`config.mk`:
```
export PLATFORM = sky130hd
export DESIGN_NAME = pong_graph_animate
export DESIGN_NICKNAME = d
export VERILOG_FILES = /design/src/rtl/pong_graph_animate.sv
export SDC_FILE = /design/constraint.sdc
export NUM_CORES = 1
export LEC_CHECK = 0
export CORE_MARGIN = 2
export CORE_UTILIZATION = 46
export DETAILED_ROUTE_END_ITERATION = 6
export GPL_TIMING_DRIVEN = 1
export REMOVE_ABC_BUFFERS = 1
export SYNTH_ARGS = -nofsm -noshare
export SYNTH_HDL_FRONTEND = slang
export SYNTH_SLANG_ARGS = --single-unit
```
`constraint.sdc`:
```
create_clock -name clk -period 6 [get_ports clk]
set_input_delay 1.2 -clock clk [delete_from_list [all_inputs] [get_ports clk]]
set_output_delay 1.2 -clock clk [all_outputs]
set_load 0.02 [all_outputs]
```
`src/rtl/pong_graph_animate.sv`:
```
// pong_graph_animate
//   Pixel generator and object animator for a single-player pong screen.
//   Draws the left wall, the right paddle and the ball. Moves the paddle and
//   the ball once per frame, and pulses hit/miss for the score logic.
//
// Ports
//   clk         system clock (2x pixel clock)
//   reset       asynchronous, active-low reset
//   pixel_tick  pixel enable from the sync generator
//   video_on    visible-area flag
//   x_pixel     current column (10 bit)
//   y_pixel     current row (10 bit)
//   btn_up      paddle up, debounced level
//   btn_down    paddle down, debounced level
//   serve       level; launches the ball from IDLE
//   rgb         {R,G,B}, registered, one clk behind x/y/video_on
//   hit         one-clk pulse when the paddle reflects the ball
//   miss        one-clk pulse when the ball passes the paddle
//
// Build option
//   PONG_ROUND_BALL_EN  when defined, the ball is drawn through an 8x8 circle
//                       mask (BALL_SIZE must be 8). Motion and collision still
//                       use the square bounding box.
//
// Ball FSM
//   state | meaning
//   IDLE  | ball hidden, parked at 316,236, waiting for serve
//   PLAY  | ball visible and moving, bounces off walls/paddle
//   MISS  | ball hidden, counting MISS_FRAMES frames before IDLE
module pong_graph_animate #(
  parameter int WALL_X_L    = 32,
  parameter int WALL_X_R    = 35,
  parameter int BAR_X_L     = 600,
  parameter int BAR_X_R     = 603,
  parameter int BAR_Y_SIZE  = 72,
  parameter int BAR_V       = 4,
  parameter int BALL_SIZE   = 8,
  parameter int BALL_V      = 2,
  parameter int MISS_FRAMES = 60
) (
  input  logic       clk,
  input  logic       reset,
  input  logic       pixel_tick,
  input  logic       video_on,
  input  logic [9:0] x_pixel,
  input  logic [9:0] y_pixel,
  input  logic       btn_up,
  input  logic       btn_down,
  input  logic       serve,
  output logic [2:0] rgb,
  output logic       hit,
  output logic       miss
);

  localparam logic [9:0] WXL          = 10'(WALL_X_L);
  localparam logic [9:0] WXR          = 10'(WALL_X_R);
  localparam logic [9:0] WALL_LIM     = 10'(WALL_X_R + 1);
  localparam logic [9:0] BXL          = 10'(BAR_X_L);
  localparam logic [9:0] BXR          = 10'(BAR_X_R);
  localparam logic [9:0] BAR_H_M1     = 10'(BAR_Y_SIZE - 1);
  localparam logic [9:0] BAR_STEP     = 10'(BAR_V);
  localparam logic [9:0] BAR_BOT_LIM  = 10'(479 - BAR_V);
  localparam logic [9:0] BALL_M1      = 10'(BALL_SIZE - 1);
  localparam logic [9:0] BALL_POS_V   = 10'(BALL_V);
  localparam logic [9:0] BALL_NEG_V   = 10'(-BALL_V);
  localparam logic [9:0] BALL_BOT_LIM = 10'(479 - BALL_V);
  localparam logic [9:0] BAR_Y_RST    = 10'd204;
  localparam logic [9:0] BALL_X_RST   = 10'd316;
  localparam logic [9:0] BALL_Y_RST   = 10'd236;
  localparam int         MCW          = (MISS_FRAMES > 1) ? $clog2(MISS_FRAMES) : 1;
  localparam logic [MCW-1:0] MISS_LAST = MCW'(MISS_FRAMES - 1);

  typedef enum logic [1:0] {IDLE = 2'd0, PLAY = 2'd1, MISS = 2'd2} state_t;

  state_t         state;
  logic [9:0]     bar_y_t, ball_x, ball_y, dx, dy;
  logic [MCW-1:0] miss_cnt;

  logic       refr_tick;
  logic [9:0] dx_n, dy_n;
  logic       hit_c, miss_c, ball_y_ovl;

  assign refr_tick = pixel_tick && (y_pixel == 10'd481) && (x_pixel == 10'd0);

  // New deltas are derived from the current position and the current paddle
  // position; dx is always +/-BALL_V so its sign bit alone tells direction.
  always_comb begin
    dx_n       = dx;
    dy_n       = dy;
    hit_c      = 1'b0;
    miss_c     = 1'b0;
    ball_y_ovl = ((ball_y + BALL_M1) >= bar_y_t) && (ball_y <= (bar_y_t + BAR_H_M1));
    if (ball_y <= BALL_POS_V)
      dy_n = BALL_POS_V;
    else if ((ball_y + BALL_M1) >= BALL_BOT_LIM)
      dy_n = BALL_NEG_V;
    if (!dx[9] && (ball_x > BXR)) begin
      miss_c = 1'b1;
    end else if (ball_x <= WALL_LIM) begin
      dx_n = BALL_POS_V;
    end else if (!dx[9] && ((ball_x + BALL_M1) >= BXL) &&
                 ((ball_x + BALL_M1) <= BXR) && ball_y_ovl) begin
      dx_n  = BALL_NEG_V;
      hit_c = 1'b1;
    end
  end

  always_ff @(posedge clk or negedge reset) begin
    if (!reset) begin
      state    <= IDLE;
      bar_y_t  <= BAR_Y_RST;
      ball_x   <= BALL_X_RST;
      ball_y   <= BALL_Y_RST;
      dx       <= BALL_POS_V;
      dy       <= BALL_POS_V;
      miss_cnt <= '0;
      hit      <= 1'b0;
      miss     <= 1'b0;
    end else begin
      hit  <= 1'b0;
      miss <= 1'b0;
      if (refr_tick) begin
        // paddle runs in every state
        if (btn_down && !btn_up && ((bar_y_t + BAR_H_M1) < BAR_BOT_LIM))
          bar_y_t <= bar_y_t + BAR_STEP;
        else if (btn_up && !btn_down && (bar_y_t > BAR_STEP))
          bar_y_t <= bar_y_t - BAR_STEP;

        case (state)
          IDLE: begin
            if (serve) begin
              state <= PLAY;
              dx    <= BALL_POS_V;
              dy    <= BALL_POS_V;
            end
          end
          PLAY: begin
            if (miss_c) begin
              miss  <= 1'b1;
              state <= MISS;
            end else begin
              dx     <= dx_n;
              dy     <= dy_n;
              ball_x <= ball_x + dx_n;
              ball_y <= ball_y + dy_n;
              hit    <= hit_c;
            end
          end
          MISS: begin
            if (miss_cnt == MISS_LAST) begin
              miss_cnt <= '0;
              ball_x   <= BALL_X_RST;
              ball_y   <= BALL_Y_RST;
              state    <= IDLE;
            end else begin
              miss_cnt <= miss_cnt + 1'b1;
            end
          end
          default: state <= IDLE;
        endcase
      end
    end
  end

  logic       wall_on, bar_on, ball_sq_on, ball_on;
  logic [2:0] rgb_n;
`ifdef PONG_ROUND_BALL_EN
  logic [2:0] rom_row, rom_col;
  logic [7:0] rom_bits;
`endif

  always_comb begin
    wall_on    = (x_pixel >= WXL) && (x_pixel <= WXR);
    bar_on     = (x_pixel >= BXL) && (x_pixel <= BXR) &&
                 (y_pixel >= bar_y_t) && (y_pixel <= (bar_y_t + BAR_H_M1));
    ball_sq_on = (state == PLAY) &&
                 (x_pixel >= ball_x) && (x_pixel <= (ball_x + BALL_M1)) &&
                 (y_pixel >= ball_y) && (y_pixel <= (ball_y + BALL_M1));
`ifdef PONG_ROUND_BALL_EN
    // low three bits of the offset inside the 8x8 box address the mask
    rom_row = y_pixel[2:0] - ball_y[2:0];
    rom_col = x_pixel[2:0] - ball_x[2:0];
    case (rom_row)
      3'd0:    rom_bits = 8'h3C;
      3'd1:    rom_bits = 8'h7E;
      3'd6:    rom_bits = 8'h7E;
      3'd7:    rom_bits = 8'h3C;
      default: rom_bits = 8'hFF;
    endcase
    ball_on = ball_sq_on && rom_bits[3'd7 - rom_col];
`else
    ball_on = ball_sq_on;
`endif
    if (!video_on)    rgb_n = 3'b000;
    else if (wall_on) rgb_n = 3'b001;
    else if (bar_on)  rgb_n = 3'b010;
    else if (ball_on) rgb_n = 3'b100;
    else              rgb_n = 3'b000;
  end

  always_ff @(posedge clk or negedge reset) begin
    if (!reset) rgb <= 3'b000;
    else        rgb <= rgb_n;
  end

endmodule
```
# Yosys cells after proc, flatten, opt, wreduce, memory -nomap -nowiden
# Cells that the tools add are included.
# totals
out_inout_bits	5
regBits	63
word_cells	115
input_bits	27
# op_classes
n_lt_le_gt_ge	20
reduce_logical	32
n_addsub	8
mux	37
eq_ne	8
# op_table
operator	count
2-to-1 mux 10 bit	14
one-hot mux 10 bit (2 select lines)	4
>= comparator 10 bit	4
<= comparator 10 bit	4
adder 10 x 3 -> 10 bit, second input constant	3
adder 10 bit	2
>= comparator 10 bit, second input constant	2
<= comparator 10 bit, second input constant	2
<= comparator 10 x 6 -> 1 bit, second input constant	2
logical AND 1 bit	19
2-to-1 mux 3 bit	4
AND reduction 4 bit	3
adder 10 x 7 -> 10 bit, second input constant	1
equality test 10 x 9 -> 1 bit, second input constant	1
>= comparator 10 x 6 -> 1 bit, second input constant	1
>= comparator 10 x 9 -> 1 bit, second input constant	1
greater-than comparator 10 bit, second input constant	1
greater-than comparator 10 x 3 -> 1 bit, second input constant	1
<= comparator 10 x 2 -> 1 bit, second input constant	1
zero test 10 bit	1
< comparator 10 x 9 -> 1 bit, second input constant	1
2-to-1 mux 1 bit	10
subtractor 10 x 3 -> 10 bit, second input constant	1
inequality test 2 bit, second input constant	4
11 further kinds	18

# Logic depth before layout (Yosys ltp)
# logic_depth
ltp_word	11
mapped_depth	24
ltp_nobuf	24

# Worst setup path before layout
# Ideal clock, no wire load.
# synth_timing
kind	register to register
start	register bar_y_t[6]
end	register ball_x[9]
path_slack_ns	1.597
period_less_slack_ns	4.403
stages_incl_launch_ff	23
path_buffers	2
arrival_time_ns	4.324
setup_ns	0.079
path_cell_list	dfstp_2 -> clkbuf_1 -> a41oi_1 -> nor3_1 -> xnor2_1 -> inv_1 -> ha_1 -> nand3_1 -> a21oi_1 -> a311oi_1 -> o22ai_1 -> and4_1 -> clkbuf_1 -> or3_1 -> ha_1 -> a21oi_1 -> nor2b_1 -> o31a_1 -> nor4_1 -> o41ai_1 -> xor2_1 -> or2b_1 -> mux2i_1
# synth_between
elab_chain_cells	10
# synth_lines
item	line	source
start: declaration	76	logic [9:0] bar_y_t, ball_x, ball_y, dx, dy;
start signal: assignment	125	bar_y_t <= bar_y_t + BAR_STEP;
start signal: assignment	127	bar_y_t <= bar_y_t - BAR_STEP;
adder 10 x 7 -> 10 bit	92	ball_y_ovl = ((ball_y + BALL_M1) >= bar_y_t) && (ball_y <= (bar_y_t + BAR_H_M1));
<= comparator 10 bit	92	
logical AND 1 bit (*)	92	
logical AND 1 bit (*)	102	((ball_x + BALL_M1) <= BXR) && ball_y_ovl) begin
2-to-1 mux 10 bit (*)	101	end else if (!dx[9] && ((ball_x + BALL_M1) >= BXL) &&
2-to-1 mux 10 bit (*)	99	end else if (ball_x <= WALL_LIM) begin
2-to-1 mux 10 bit (*)	97	if (!dx[9] && (ball_x > BXR)) begin
adder 10 bit (*)	144	ball_x <= ball_x + dx_n;
2-to-1 mux 10 bit (*)	138	if (miss_c) begin
one-hot mux 10 bit (2 select lines) (*)	129	case (state)
end signal: assignment	144	
end: declaration	76	
# Every way passes the cells marked *; elsewhere a longest branch is shown, timed or not. The select of a mux whose other input is x is not followed.
# A chain may end at the register's enable or synchronous reset.

# Final worst setup path
# layout_timing
start	register bar_y_t[2]
end	register ball_x[9]
# The elaborated chain is that of the path after synthesis.

==> impl_metrics.json <==
{
  "status": "finished, final reports clean",
  "synth_area_sq_um": 5760,
  "rows": 40,
  "clock_latency_ns": 0.34,
  "clock_sinks": 61,
  "setup_viol_count_final": 0,
  "drive_gt1_share_pct": 7.19,
  "drc": 0,
  "ys.flop_type": "dfrtp_1",
  "die_w_um": 116,
  "hpwlAfterDp_um": 11900,
  "fin_area_sq_um": 6520,
  "io_pins": 32,
  "grt_pass1_wl_um": 24500,
  "multi_input_area_sq_um": 3930,
  "final_antenna_net_count": 0,
  "p_leak_nw": 3.11,
  "wl_per_cell_um": 17.0,
  "core_sq_um": 12100,
  "antenna_cells": 0,
  "gp_congestion": 0.910,
  "cts_resized": 0,
  "critPathMaxFanout": 12,
  "overflow": 0,
  "drv_slew": 0,
  "ff_latch_area_sq_um": 1550,
  "r2r-end": "ball_x[9]",
  "post-cts-setup-buffers": 0,
  "final_cell_count_no_fill": 863,
  "skew_ns": 0.00680,
  "grt_pass1_vias": 4947,
  "path_clk_slew_ns": 0.05,
  "cts-root-buf": "clkbuf_16",
  "synth_area_per_cell_sq_um": 8.74,
  "htreeDepth": 3,
  "synth_cell_types": 69,
  "via_count": 4992,
  "netlist_instances": 659,
  "firstDrtPassIters": 7,
  "rsz0062_at_grt": "no",
  "min_period_ns": 4.88,
  "finalCritPeriodShare_pct": 81.4,
  "vias_per_cell": 5.78,
  "cp-startpoint": "bar_y_t[2]",
  "endpoint": "ball_x[9]",
  "irDropWorstVdd_v": 0.000157,
  "finalSetupTns_ns": 0,
  "yosys_register_bits": 61,
  "fmax_ghz": 0.205,
  "synth_edf_count": 0,
  "nFillCells": 1133,
  "cts_buffer_depth": 2,
  "crit_path_start_kind": "register",
  "yosysSeqAreaShare_pct": 26.9,
  "drt-total-wl_um": 14700,
  "cap_violations": 0,
  "ys_warn_count": 0,
  "grt_max_degree": 62,
  "dr.first_iter.drc_count": 389,
  "antenna_found_initial": 0,
  "die_h_um": 116,
  "cts-buffers-inserted": 9,
  "port_buffers": 31,
  "hold_path.class": "reg -> reg",
  "criticalPathCategory": "reg -> reg",
  "finalHoldViolCount": 0,
  "grt_usage_pct": 23.6,
  "dieArea_sq_um": 13400,
  "worstPathArrival_ns": 5.15,
  "worst_r2r_path_depth": 20,
  "crit_path_end_kind": "register",
  "hold_buffers": 0,
  "power.total_mw": 0.981,
  "r2r_slack_ns": 1.12,
  "worst_pin_slew_ns": 1.18,
  "cts_tree": "done",
  "syn2layout_area_growth_pct": 13.2,
  "required_ns": 6.27,
  "slew_headroom_pct": 21.1,
  "place_area_sq_um": 6230,
  "initial_core_util_pct": 47.5,
  "dp.cells": 847,
  "fin_nets": 817,
  "synthArstFlopShare_pct": 100,
  "powerDensity_nw_per_um2": 151,
  "rr_startpoint": "bar_y_t[2]"
}
[power breakdown]
group / leakage (nW) / switching (mW) / internal (mW) / total, mW
logic: 2.25 / 0.0395 / 0.0329 / 0.0724
clock network: 0.138 / 0.195 / 0.301 / 0.496
registers: 0.723 / 0.00000466 / 0.412 / 0.412
total: 3.11 / 0.235 / 0.747 / 0.981
[worst max-delay path: stages, from the launching register on]
cell and delay (ns):
dfstp_2 0.68, a41oi_1 0.21, nor3_1 0.22, xnor2_1 0.18, inv_1 0.10, ha_1 0.34, nand3_1 0.10, a21oi_1 0.05
a311oi_1 0.32, o22ai_1 0.16, and4_1 0.35, or3_1 0.38, ha_1 0.28, a21oi_1 0.14, nor2b_1 0.07, o31a_1 0.25
nor4_1 0.27, o41ai_1 0.16, xor2_1 0.18, or2b_1 0.23, mux2i_1 0.12
[routing by layer]
layer	track usage, %	share of wire, %	wire (um)
met2	38.5	46	6750
met1	32.0	48	7020
met4	6.19	1.5	214
met5	0	0	0
met3	4.97	4.8	702
[flip-flops by register name (all words and copies together) (netlist names)]
name	flops
hit	1
ball_x	10
rgb	3
dx	10
miss	1
state	2
miss_cnt	6
ball_y	10
dy	10
bar_y_t	8
[worst min path at each step]
stage / end / slack (ns) / depth (start not counted) / startpoint
final: dy[0] / 0.48 / 1 / dy[0]
after global routing: dy[1] / 0.51 / 1 / dy[1]
after CTS: dy[0] / 0.49 / 1 / dy[0]
after detailed placement: dy[0] / 0.47 / 1 / dy[0]
after global placement: dy[0] / 0.46 / 1 / dy[0]
after floorplan: dy[0] / 0.44 / 1 / dy[0]
[cell usage after synthesis, types with 3 or more instances]
master	n	area, sq um
a2111oi_0	4	35.0
a211oi_1	6	45.0
a21o_1	21	158
a21oi_1	31	155
a22oi_1	9	67.6
a31oi_1	4	25.0
and2_1	7	43.8
and3_1	4	25.0
buf_2	4	20.0
clkbuf_1	8	30.0
clkinv_1	3	11.3
dfrtp_1	45	1130
dfstp_2	16	420
ha_1	98	1230
inv_1	54	203
nand2_1	35	131
nand2b_1	8	50.1
nand3_1	16	80.1
nand3b_1	4	30.0
nand4_1	16	100
nor2_1	63	236
nor2b_1	12	75.1
nor3_1	17	85.1
nor4_1	9	56.3
o211ai_1	4	30.0
o21a_1	21	158
o21ai_0	30	150
o22ai_1	8	50.1
or3_1	6	37.5
or4_1	5	37.5
xnor2_1	30	263
xor2_1	11	96.3
[stage by stage]
step / utilization (%) / hold slack (ns) / worst slack, ns
finish: 53.8 / 0.483 / 1.12
global route: 53.8 / 0.507 / 0.696
CTS: 53.8 / 0.491 / 1.15
detailed placement: 51.4 / 0.474 / 1.18
global placement: 51.4 / 0.465 / 1.36
floorplan: - / 0.444 / 1.72
[kinds of logic (layout without fill, tap and decap cells)]
group / Yosys count / count (layout) / share of synthesized area, %
flops: 61 / 61 / 26.9
simple gates: 214 / 214 / 19.1
buf+inv: 71 / 107 / 4.85
compound gates: 168 / 168 / 20.0
fa+ha+maj: 100 / 100 / 22.0
mux: 3 / 3 / 0.543
xor+xnor: 42 / 42 / 6.63
[layout make-up]
type                    count  area share (%)
clock buffers              11            3.88
clock inverters             5           0.518
inverters                  57            3.28
multi-input cells         527            60.3
flip-flops and latches     61            23.7
well taps                 168            3.23
repair buffers             34            5.03
[layout by cell type (no fill, tap or decap), types with 3 or more instances in the layout]
| master | netlist | final |
|---|---|---|
| ha_1 | 98 | 98 |
| nor2_1 | 63 | 63 |
| inv_1 | 54 | 54 |
| dfrtp_1 | 45 | 45 |
| nand2_1 | 35 | 35 |
| a21oi_1 | 31 | 31 |
| o21ai_0 | 30 | 30 |
| xnor2_1 | 30 | 30 |
| clkdlybuf4s50_1 | 0 | 30 |
| o21a_1 | 21 | 21 |
| a21o_1 | 21 | 21 |
| nor3_1 | 17 | 17 |
| nand4_1 | 16 | 16 |
| nand3_1 | 16 | 16 |
| dfstp_2 | 16 | 16 |
| nor2b_1 | 12 | 12 |
| xor2_1 | 11 | 11 |
| nor4_1 | 9 | 9 |
| a22oi_1 | 9 | 9 |
| clkbuf_16 | 0 | 9 |
| nand2b_1 | 8 | 8 |
| o22ai_1 | 8 | 8 |
| and2_1 | 7 | 7 |
| a211oi_1 | 6 | 6 |
| or3_1 | 6 | 6 |
| or4_1 | 5 | 5 |
| o211ai_1 | 4 | 4 |
| nand3b_1 | 4 | 4 |
| a31oi_1 | 4 | 4 |
| a2111oi_0 | 4 | 4 |
| and3_1 | 4 | 4 |
| clkinv_1 | 3 | 3 |
| buf_4 | 2 | 3 |
(Power assumes the default switching activity.)
